### src/rtl/corelet_ctrl.sv
// corelet_ctrl: top-level sequencer for one corelet.
//
// A conv layer runs as LenKij passes. Each pass does weight fill, weight load, flush,
// activation fill, execute, drain and psum writeback. An accumulate phase then streams
// the psums through the SFP.
//
// Optional feature macro: CORELET_CTRL_STALL_EN
//   defined   - l0_full stalls W_FILL/X_FILL. xmem_rd/l0_wr drop and cnt/xmem_addr hold.
//   undefined - l0_full is ignored and the fills run for a fixed length.
//
// Ports:
//   clk, reset            clock, async active-high reset
//   start                 begin layer (rising edge, IDLE only)
//   l0_full, ofifo_valid  corelet status
//   xmem_rd, xmem_addr    X SRAM read port (1-cycle latency)
//   l0_wr, l0_rd          L0 write/read strobes
//   load, execute         inst_w[0], inst_w[1]
//   ofifo_rd, pmem_wr     OFIFO pop / P SRAM write (same cycle)
//   pmem_rd, pmem_addr    P SRAM read (ACC phase) / P SRAM address
//   acc                   SFP accumulate
//   kij_idx, busy, done   pass index, activity flag, completion pulse
//
// All state and outputs are registered. There are two exceptions. The OFIFO pop is
// qualified by ofifo_valid in the same cycle, so a gap in valid never pops a missing row.
// In stall builds, the fill strobes are qualified by ~l0_full in the same cycle.
module corelet_ctrl #(
  parameter int unsigned Row     = 8,
  parameter int unsigned Col     = 8,
  parameter int unsigned LenKij  = 9,
  parameter int unsigned LenNij  = 36,
  parameter int unsigned LenOnij = 16,
  parameter int unsigned AddrW   = 11,
  parameter int unsigned WBase   = 1024,
  localparam int unsigned KijW   = $clog2(LenKij + 1)
) (
  input  logic             clk,
  input  logic             reset,
  input  logic             start,
  input  logic             l0_full,
  input  logic             ofifo_valid,
  output logic             xmem_rd,
  output logic [AddrW-1:0] xmem_addr,
  output logic             l0_wr,
  output logic             l0_rd,
  output logic             load,
  output logic             execute,
  output logic             ofifo_rd,
  output logic             pmem_wr,
  output logic             pmem_rd,
  output logic [AddrW-1:0] pmem_addr,
  output logic             acc,
  output logic [KijW-1:0]  kij_idx,
  output logic             busy,
  output logic             done
);

  function automatic int unsigned max2(input int unsigned a, input int unsigned b);
    return (a > b) ? a : b;
  endfunction

  localparam int unsigned CntMax = max2(max2(Row + Col, LenNij), max2(LenKij, Col));
  localparam int unsigned CntW   = $clog2(CntMax + 1);
  localparam int unsigned OW     = $clog2(LenOnij + 1);

  localparam logic [CntW-1:0]  ColLast   = CntW'(Col - 1);
  localparam logic [CntW-1:0]  FlushLast = CntW'(Row + Col - 1);
  localparam logic [CntW-1:0]  NijLast   = CntW'(LenNij - 1);
  localparam logic [CntW-1:0]  KLast     = CntW'(LenKij - 1);
  localparam logic [KijW-1:0]  KijLast   = KijW'(LenKij - 1);
  localparam logic [OW-1:0]    OnijLast  = OW'(LenOnij - 1);
  localparam logic [AddrW-1:0] WBaseA    = AddrW'(WBase);
  localparam logic [AddrW-1:0] ColA      = AddrW'(Col);
  localparam logic [AddrW-1:0] NijA      = AddrW'(LenNij);

  typedef enum logic [3:0] {
    StIdle, StWFill, StWLoad, StWFlush, StXFill, StXExec, StXDrain, StOfRd, StAcc, StDone
  } state_e;

  state_e           state_q, state_d;
  logic [CntW-1:0]  cnt_q, cnt_d;
  logic [KijW-1:0]  kij_q, kij_d;
  logic [OW-1:0]    onij_q, onij_d;
  logic             start_q;

  // Registered outputs, derived from the next state so that they line up with state_q.
  logic             fill_q, fill_d;
  logic [AddrW-1:0] xmem_addr_q, xmem_addr_d;
  logic             l0_rd_q, l0_rd_d;
  logic             load_q, load_d;
  logic             execute_q, execute_d;
  logic             ofrd_q, ofrd_d;
  logic             pmem_rd_q, pmem_rd_d;
  logic [AddrW-1:0] pmem_addr_q, pmem_addr_d;
  logic             acc_q, acc_d;
  logic             busy_q, busy_d;
  logic             done_q, done_d;

  logic fill_go;
  logic start_rise;

`ifdef CORELET_CTRL_STALL_EN
  assign fill_go = ~l0_full;
`else
  assign fill_go = 1'b1;
  logic unused_l0_full;
  assign unused_l0_full = l0_full;
`endif

  assign start_rise = start & ~start_q;

  always_comb begin
    state_d = state_q;
    cnt_d   = cnt_q;
    kij_d   = kij_q;
    onij_d  = onij_q;
    unique case (state_q)
      StIdle: begin
        kij_d  = '0;
        onij_d = '0;
        if (start_rise) begin
          state_d = StWFill;
          cnt_d   = '0;
        end
      end
      StWFill: begin
        if (fill_go) begin
          if (cnt_q == ColLast) begin
            state_d = StWLoad;
            cnt_d   = '0;
          end else begin
            cnt_d = cnt_q + 1'b1;
          end
        end
      end
      StWLoad: begin
        if (cnt_q == ColLast) begin
          state_d = StWFlush;
          cnt_d   = '0;
        end else begin
          cnt_d = cnt_q + 1'b1;
        end
      end
      StWFlush: begin
        if (cnt_q == FlushLast) begin
          state_d = StXFill;
          cnt_d   = '0;
        end else begin
          cnt_d = cnt_q + 1'b1;
        end
      end
      StXFill: begin
        if (fill_go) begin
          if (cnt_q == NijLast) begin
            state_d = StXExec;
            cnt_d   = '0;
          end else begin
            cnt_d = cnt_q + 1'b1;
          end
        end
      end
      StXExec: begin
        if (cnt_q == NijLast) begin
          state_d = StXDrain;
          cnt_d   = '0;
        end else begin
          cnt_d = cnt_q + 1'b1;
        end
      end
      StXDrain: begin
        if (ofifo_valid) begin
          state_d = StOfRd;
          cnt_d   = '0;
        end
      end
      StOfRd: begin
        // cnt counts rows popped in this pass and only advances on an actual pop.
        if (ofifo_valid) begin
          if (cnt_q == NijLast) begin
            cnt_d = '0;
            if (kij_q == KijLast) begin
              state_d = StAcc;
              onij_d  = '0;
            end else begin
              state_d = StWFill;
              kij_d   = kij_q + 1'b1;
            end
          end else begin
            cnt_d = cnt_q + 1'b1;
          end
        end
      end
      StAcc: begin
        // cnt is the kernel position k, onij is the output pixel o.
        if (cnt_q == KLast) begin
          cnt_d = '0;
          if (onij_q == OnijLast) begin
            state_d = StDone;
          end else begin
            onij_d = onij_q + 1'b1;
          end
        end else begin
          cnt_d = cnt_q + 1'b1;
        end
      end
      StDone: begin
        state_d = StIdle;
        cnt_d   = '0;
        kij_d   = '0;
        onij_d  = '0;
      end
      default: begin
        state_d = StIdle;
        cnt_d   = '0;
        kij_d   = '0;
        onij_d  = '0;
      end
    endcase
  end

  always_comb begin
    fill_d      = (state_d == StWFill) || (state_d == StXFill);
    xmem_addr_d = '0;
    if (state_d == StWFill) begin
      xmem_addr_d = WBaseA + AddrW'(kij_d) * ColA + AddrW'(cnt_d);
    end else if (state_d == StXFill) begin
      xmem_addr_d = AddrW'(cnt_d);
    end
    l0_rd_d     = (state_d == StWLoad) || (state_d == StXExec);
    load_d      = (state_d == StWLoad);
    execute_d   = (state_d == StXExec);
    ofrd_d      = (state_d == StOfRd);
    pmem_rd_d   = (state_d == StAcc);
    pmem_addr_d = '0;
    if (state_d == StAcc) begin
      pmem_addr_d = AddrW'(cnt_d) * NijA + AddrW'(onij_d);
    end else if (state_d == StOfRd) begin
      pmem_addr_d = AddrW'(kij_d) * NijA + AddrW'(cnt_d);
    end
    // k=0 loads a fresh psum into the SFP, and later positions add to it.
    acc_d  = (state_d == StAcc) && (cnt_d != '0);
    busy_d = (state_d != StIdle) && (state_d != StDone);
    done_d = (state_d == StDone);
  end

  always_ff @(posedge clk or posedge reset) begin
    if (reset) begin
      state_q     <= StIdle;
      cnt_q       <= '0;
      kij_q       <= '0;
      onij_q      <= '0;
      start_q     <= 1'b0;
      fill_q      <= 1'b0;
      xmem_addr_q <= '0;
      l0_rd_q     <= 1'b0;
      load_q      <= 1'b0;
      execute_q   <= 1'b0;
      ofrd_q      <= 1'b0;
      pmem_rd_q   <= 1'b0;
      pmem_addr_q <= '0;
      acc_q       <= 1'b0;
      busy_q      <= 1'b0;
      done_q      <= 1'b0;
    end else begin
      state_q     <= state_d;
      cnt_q       <= cnt_d;
      kij_q       <= kij_d;
      onij_q      <= onij_d;
      start_q     <= start;
      fill_q      <= fill_d;
      xmem_addr_q <= xmem_addr_d;
      l0_rd_q     <= l0_rd_d;
      load_q      <= load_d;
      execute_q   <= execute_d;
      ofrd_q      <= ofrd_d;
      pmem_rd_q   <= pmem_rd_d;
      pmem_addr_q <= pmem_addr_d;
      acc_q       <= acc_d;
      busy_q      <= busy_d;
      done_q      <= done_d;
    end
  end

  assign xmem_rd   = fill_q & fill_go;
  assign l0_wr     = fill_q & fill_go;
  assign xmem_addr = xmem_addr_q;
  assign l0_rd     = l0_rd_q;
  assign load      = load_q;
  assign execute   = execute_q;
  assign ofifo_rd  = ofrd_q & ofifo_valid;
  assign pmem_wr   = ofrd_q & ofifo_valid;
  assign pmem_rd   = pmem_rd_q;
  assign pmem_addr = pmem_addr_q;
  assign acc       = acc_q;
  assign kij_idx   = kij_q;
  assign busy      = busy_q;
  assign done      = done_q;

endmodule

### config.mk
export PLATFORM = sky130hd
export DESIGN_NAME = corelet_ctrl
export DESIGN_NICKNAME = d
export VERILOG_FILES = /design/src/rtl/corelet_ctrl.sv
export SDC_FILE = /design/constraint.sdc
export NUM_CORES = 1
export LEC_CHECK = 0
export ABC_AREA = 1
export CAP_MARGIN = 25
export CORE_AREA = 2 2 96 98
export CTS_BUF_LIST = sky130_fd_sc_hd__clkbuf_4
export DETAILED_ROUTE_END_ITERATION = 7
export DIE_AREA = 0 0 98 100
export SETUP_SLACK_MARGIN = 0.15
export SYNTH_ARGS = -nofsm -noshare
export SYNTH_HDL_FRONTEND = slang
export SYNTH_SLANG_ARGS = --single-unit
export TNS_END_PERCENT = 100
### constraint.sdc
create_clock -name clk -period 9.5 [get_ports clk]
set_input_delay 1.425 -clock clk [delete_from_list [all_inputs] [get_ports clk]]
set_output_delay 1.425 -clock clk [all_outputs]
set_load 0.02 [all_outputs]
### Yosys cells after proc, flatten, opt, wreduce, memory -nomap -nowiden

Cells that the tools add are included.

* bits of input ports: 5
* memory bits (writable): 0
* output and inout port bits: 37
* register bits after elaboration: 51
* latch bits: 0
* memories: 0
* logic and storage cells: 96
* ROM bits: 0

* order comparisons: 0
* equal/unequal tests: 22
* reductions and logical operators: 11
* divide/modulo/power cells: 0
* bitwise gates (word level): 3
* $add $sub $neg: 7
* shift-type cells: 0
* mux-type cells: 35
* multiply operators: 2

Operators by type and width (number)
* $mux 4: 15
* $mux 6: 8
* $pmux 6 s7: 1
* $pmux 4 s9: 1
* $mux 11: 3
* $eq 4x3->1 const B: 7
* $mux 5: 5
* $eq 4x4->1 const B: 4
* $pmux 5 s3: 1
* $eq 4x2->1 const B: 3
* $eq 6x4->1 const B: 2
* $add 10x6->11: 1
* $add 11x5->11: 1
* $add 11x6->11: 1
* $add 11x7->11 const A: 1
* $mul 6x4->9 const B: 1
* $eq 4x1->1 const B: 2
* $mul 4x4->8 const B: 1
* $pmux 4 s2: 1
* $reduce_or 7->1: 1
* $add 6x1->6 const B: 1
* $eq 6x3->1 const B: 1
* $eq 6x6->1 const B: 1
* $reduce_bool 6->1: 1
* other kinds (12): 16

### Logic depth before layout (Yosys ltp)

* depth in word-level cells: 9
* mapped depth: 22
* mapped depth without buffers: 22

### Least setup slack after synthesis

No wires, ideal clock.

* kind: input port to flip-flop
* start: input ofifo_valid
* end: register pmem_addr_q[10] (netlist: pmem_addr[10])
* buffers on the path: 1
* setup time: 117 ps
* arrival: 3894 ps
* required time: 9383 ps
* stages on the path: 18
* slack: 5489 ps
* path through: buf_2 -> nand3_1 -> nand2_1 -> nand2_1 -> and2_1 -> nand2_1 -> nand2_1 -> o21ai_0 -> ha_1 -> ha_1 -> fa_1 -> nand3_1 -> nor2_1 -> inv_1 -> nor2_1 -> nand2_1 -> nand3_1 -> nand2_1

* elaborated cells between the ends (all ways): 18
* classes of those cells: add/sub (2); mul (2); eq/ne (2); mux (12)

RTL lines
* start: declaration: RTL line 40 `input logic ofifo_valid,`
* $mux 6 (on tied branches): RTL line 177, 170
* $pmux 6 s7 *: RTL line 116 `unique case (state_q)`
* net cnt_d[1]: RTL line 80 `logic [CntW-1:0] cnt_q, cnt_d;`
* $mul 6x4->9 / $add 10x6->11 (equally long branches): RTL line 235, 237
* $add 11x5->11 / $mux 11 (equally long branches): RTL line 235, 236
* $mux 11 *: RTL line 234 `if (state_d == StAcc) begin`
* net pmem_addr_d[10]: RTL line 93 `logic [AddrW-1:0] pmem_addr_q, pmem_addr_d;`
* end signal: assignment: RTL line 276 `pmem_addr_q <= pmem_addr_d;`
* end: declaration: RTL line 93

Mark *: on every way through the listed nets, which the timed path passes. The rest lies on a longest branch.

### Final worst setup path

Same ends and word-level chain as after synthesis.

==> flow_metrics.env <==
export IMPL_synth_seq_cells=49
export IMPL_crit_arrival_ns=5.08
export IMPL_hold_path_startpoint="onij_q[4]"
export IMPL_path_class="input pin to flop"
export IMPL_vias=2889
export IMPL_slew_headroom_pct=50.77
export IMPL_reg2reg_depth=17
export IMPL_drt_pass1_iter_count=5
export IMPL_muxShareOfSynthArea_pct=0
export IMPL_synthXorXnorAreaFrac_pct=2.828
export IMPL_ys_types=40
export IMPL_setup_viol=0
export IMPL_cts_setup_buffers=0
export IMPL_nNetsFinal=509
export IMPL_cts_inserted_buffers=5
export IMPL_cts_buffer_depth=2
export IMPL_diodes=0
export IMPL_track_usage_pct=18.47
export IMPL_synth_top_family_by_area="simple AND/OR/NAND/NOR gates"
export IMPL_yosys_area_share_simple_pct=30.55
export IMPL_fp_row_count=35
export IMPL_max_stage_delay_ns=0.69
export IMPL_tightest_slew_ns=0.7308
export IMPL_worstHoldPathCells=2
export IMPL_synth_fa_ha_area_share_pct=11.16
export IMPL_clk_pin_slew_ns=0.16
export IMPL_portBuffers=38
export IMPL_hold_violations=0
export IMPL_slowest_stage="clkdlybuf4s50_1"
export IMPL_core_mm2=0.008890
export IMPL_tritoncts="yes"
export IMPL_fin_crit_ns=4.804
export IMPL_antenna_found_initial=0
export IMPL_cp_max_fo=11
export IMPL_grt_max_degree=50
export IMPL_start_util_pct=38.33
export IMPL_vias_per_cell=4.913
export IMPL_startpoint_type="input pin"
export IMPL_hp_class="flop to flop"
export IMPL_finalCritPeriodShare_pct=50.57
export IMPL_ctsHoldBuffers=0
export IMPL_ys_warn_count=0
export IMPL_crit_required_ns=9.77
export IMPL_worstSetupEndpointType="flop"
export IMPL_dpl_hpwl_mm=6.690
export IMPL_status="complete, no violations"
export IMPL_wl_per_cell_um=14.41
export IMPL_io_pins=42
export IMPL_clkSinkCount=49
export IMPL_wl_mm=8.474
export IMPL_p_per_area_mw_per_mm2=205.2
export IMPL_synth_area_mm2=0.003407
export IMPL_maxCapViolCount=0
export IMPL_achievable_frequency_ghz=0.2081
export IMPL_syn2layout_area_growth_pct=16.89
export IMPL_die_w_um=98
export IMPL_die_h_um=100
export IMPL_antenna_left=0
export IMPL_worst_slack_ns=4.696
export IMPL_r2r_end="pmem_addr[10]"
export IMPL_drcViolationCount=0
export IMPL_syn_inst=433
export IMPL_ir_drop_mv=0.09471
export IMPL_drtIter0Drc=131
export IMPL_drive_gt1_share_pct=13.00
export IMPL_place_ws_ns=4.391
export IMPL_insertion_delay_ns=0.37
export IMPL_rsz0062_at_grt="no"
export IMPL_r2r_slack_ns=5.82
export IMPL_cts_resized=0
export IMPL_clock_skew_ns=0.01697
export IMPL_r2r_start="cnt_q[0]"
export IMPL_fill_cells=925
export IMPL_dieArea_mm2=0.009800
export IMPL_path_cells="clkdlybuf4s50_1 > inv_1 > nand3_1 > nand2_1 > inv_1 > o21ai_0 > ha_1 > fa_1 > xor2_1 > inv_1 > nor2_1 > inv_1 > nor2_1 > nand2_1 > nand3_1 > nand2_1"
export IMPL_crit_top_cell="inv_1"
export IMPL_grt_pass1_wl_mm=14.38
export IMPL_synth_compound_area_share_pct=10.54
export IMPL_yosysSeqAreaShare_pct=35.99
export IMPL_hold_path_end="onij_q[4]"
export IMPL_final_max_slew_viol_count=0
export IMPL_syn_avg_cell_area_um2=7.868
export IMPL_grt_pass1_vias=2928
export IMPL_setup_tns_ns=0
export IMPL_root_buffer="clkbuf_4"
export IMPL_cts_htree_levels=2
export IMPL_leakage_uw=0.002009
export IMPL_grt_overflow=0
export IMPL_gp_congestion=0.8989
[report_power, final]
part,leakage [uW],internal (uW),switching [uW]
combinational,0.00132,157,291
sequential,0.000664,239,28.1
clock,0.0000279,31.9,69.8
total,0.00201,428,389
[cell type report]
class / count / area, um2 / share of cell area (%)
clock inverter: 2 / 15.01 / 0.3770
sequential: 49 / 1226 / 30.79
inverter: 70 / 265.3 / 6.660
multi-input combinational: 310 / 1884 / 47.31
tap: 111 / 138.9 / 3.487
timing repair buffer: 40 / 407.9 / 10.24
clock buffer: 6 / 45.04 / 1.131
[cell usage in the layout, fill, tap and decap left out, types with 10 or more instances in the layout]
master / count
o21ai_0: 16
dfrtp_1: 49
a21oi_1: 21
ha_1: 24
inv_1: 56
clkdlybuf4s50_1: 38
nand3_1: 42
inv_2: 12
nand2_2: 10
nor2_1: 29
nand2_1: 91
[Yosys cell counts]
| master | instances | area (um2) |
|---|---|---|
| nand2_4 | 3 | 33.78 |
| nor2_2 | 6 | 37.54 |
| o21ai_2 | 4 | 35.03 |
| nor2_4 | 4 | 45.04 |
| fa_1 | 4 | 80.08 |
| or2_2 | 1 | 6.260 |
| nor3_1 | 4 | 20.02 |
| dfrtp_1 | 49 | 1226 |
| inv_4 | 1 | 6.260 |
| nand3_4 | 1 | 17.52 |
| o22ai_2 | 1 | 12.51 |
| a21oi_2 | 1 | 8.760 |
| ha_1 | 24 | 300.3 |
| and2_1 | 1 | 6.260 |
| clkinv_1 | 1 | 3.750 |
| nand3_1 | 42 | 210.2 |
| nor3_4 | 1 | 16.27 |
| nand4_1 | 5 | 31.28 |
| buf_4 | 4 | 30.03 |
| inv_1 | 57 | 214.0 |
| or2_1 | 1 | 6.260 |
| o31ai_1 | 3 | 22.52 |
| nand3b_1 | 1 | 7.510 |
| nor2_1 | 29 | 108.9 |
| nand2_2 | 10 | 62.56 |
| a31oi_1 | 3 | 18.77 |
| nand2_1 | 91 | 341.6 |
| buf_2 | 1 | 5.000 |
| xnor2_1 | 3 | 26.28 |
| xor2_1 | 8 | 70.07 |
| o211ai_1 | 2 | 15.01 |
| o22ai_1 | 1 | 6.260 |
| o21ai_1 | 8 | 40.04 |
| conb_1 | 1 | 3.750 |
| o21ai_0 | 16 | 80.08 |
| a21boi_1 | 2 | 15.01 |
| a21oi_1 | 21 | 105.1 |
| inv_2 | 11 | 41.29 |
| nand3_2 | 5 | 50.05 |
| nor2_8 | 2 | 40.04 |
[worst max-delay path, delay by kind of cell]
family / cells / cell delay (ns)
compound gates: 1 / 0.60
xor+xnor: 1 / 0.21
fa+ha+maj: 2 / 0.86
buf+inv: 5 / 1.25
simple gates: 7 / 0.74
[worst max-delay path by stage]
stage,from,endpoint,slack (ns),depth (start not counted)
3_5_place_dp,ofifo_valid,pmem_addr[10],4.39,16
2_1_floorplan,ofifo_valid,pmem_addr[10],5.49,18
4_1_cts,ofifo_valid,pmem_addr[10],4.79,16
5_1_grt,ofifo_valid,pmem_addr[10],4.51,16
3_3_place_gp,ofifo_valid,pmem_addr[10],4.43,15
6_report,ofifo_valid,pmem_addr[10],4.70,16
[per-stage QoR]
step	util [%]	instances	hold WS, ns	total power (uW)	area, um2
2_1_floorplan	-	434	0.4575	594.2	3411
3_3_place_gp	43.90	579	0.5016	714.9	3902
3_5_place_dp	43.90	579	0.5073	718.7	3902
4_1_cts	44.57	587	0.5445	823.1	3963
5_1_grt	44.80	588	0.5805	889.1	3983
6_report	44.80	588	0.5351	817.0	3983
[state kept, by name, indices dropped and copies added (netlist names), 4 cells and up]
signal     flops
cnt_q          6
kij_idx        4
onij_q         5
pmem_addr     11
state_q        4
xmem_addr      9
[metal layers]
layer  up-vias  track usage, %  share of wire [%]
met5         -               0                  0
met4         0           4.915                1.3
met3        10           2.786                3.2
met2        57           31.24                 48
met1      1337           24.90                 47
li1       1485               -                  -
[logic make-up (layout without fill, tap and decap cells)]
logic type	count (synthesis)	count (layout)
other cells	1	2
simple gates	207	207
buf+inv	75	118
flops	49	49
compound gates	62	62
fa+ha+maj	28	28
xor+xnor	11	11
Power figures use the tool's default switching activity.
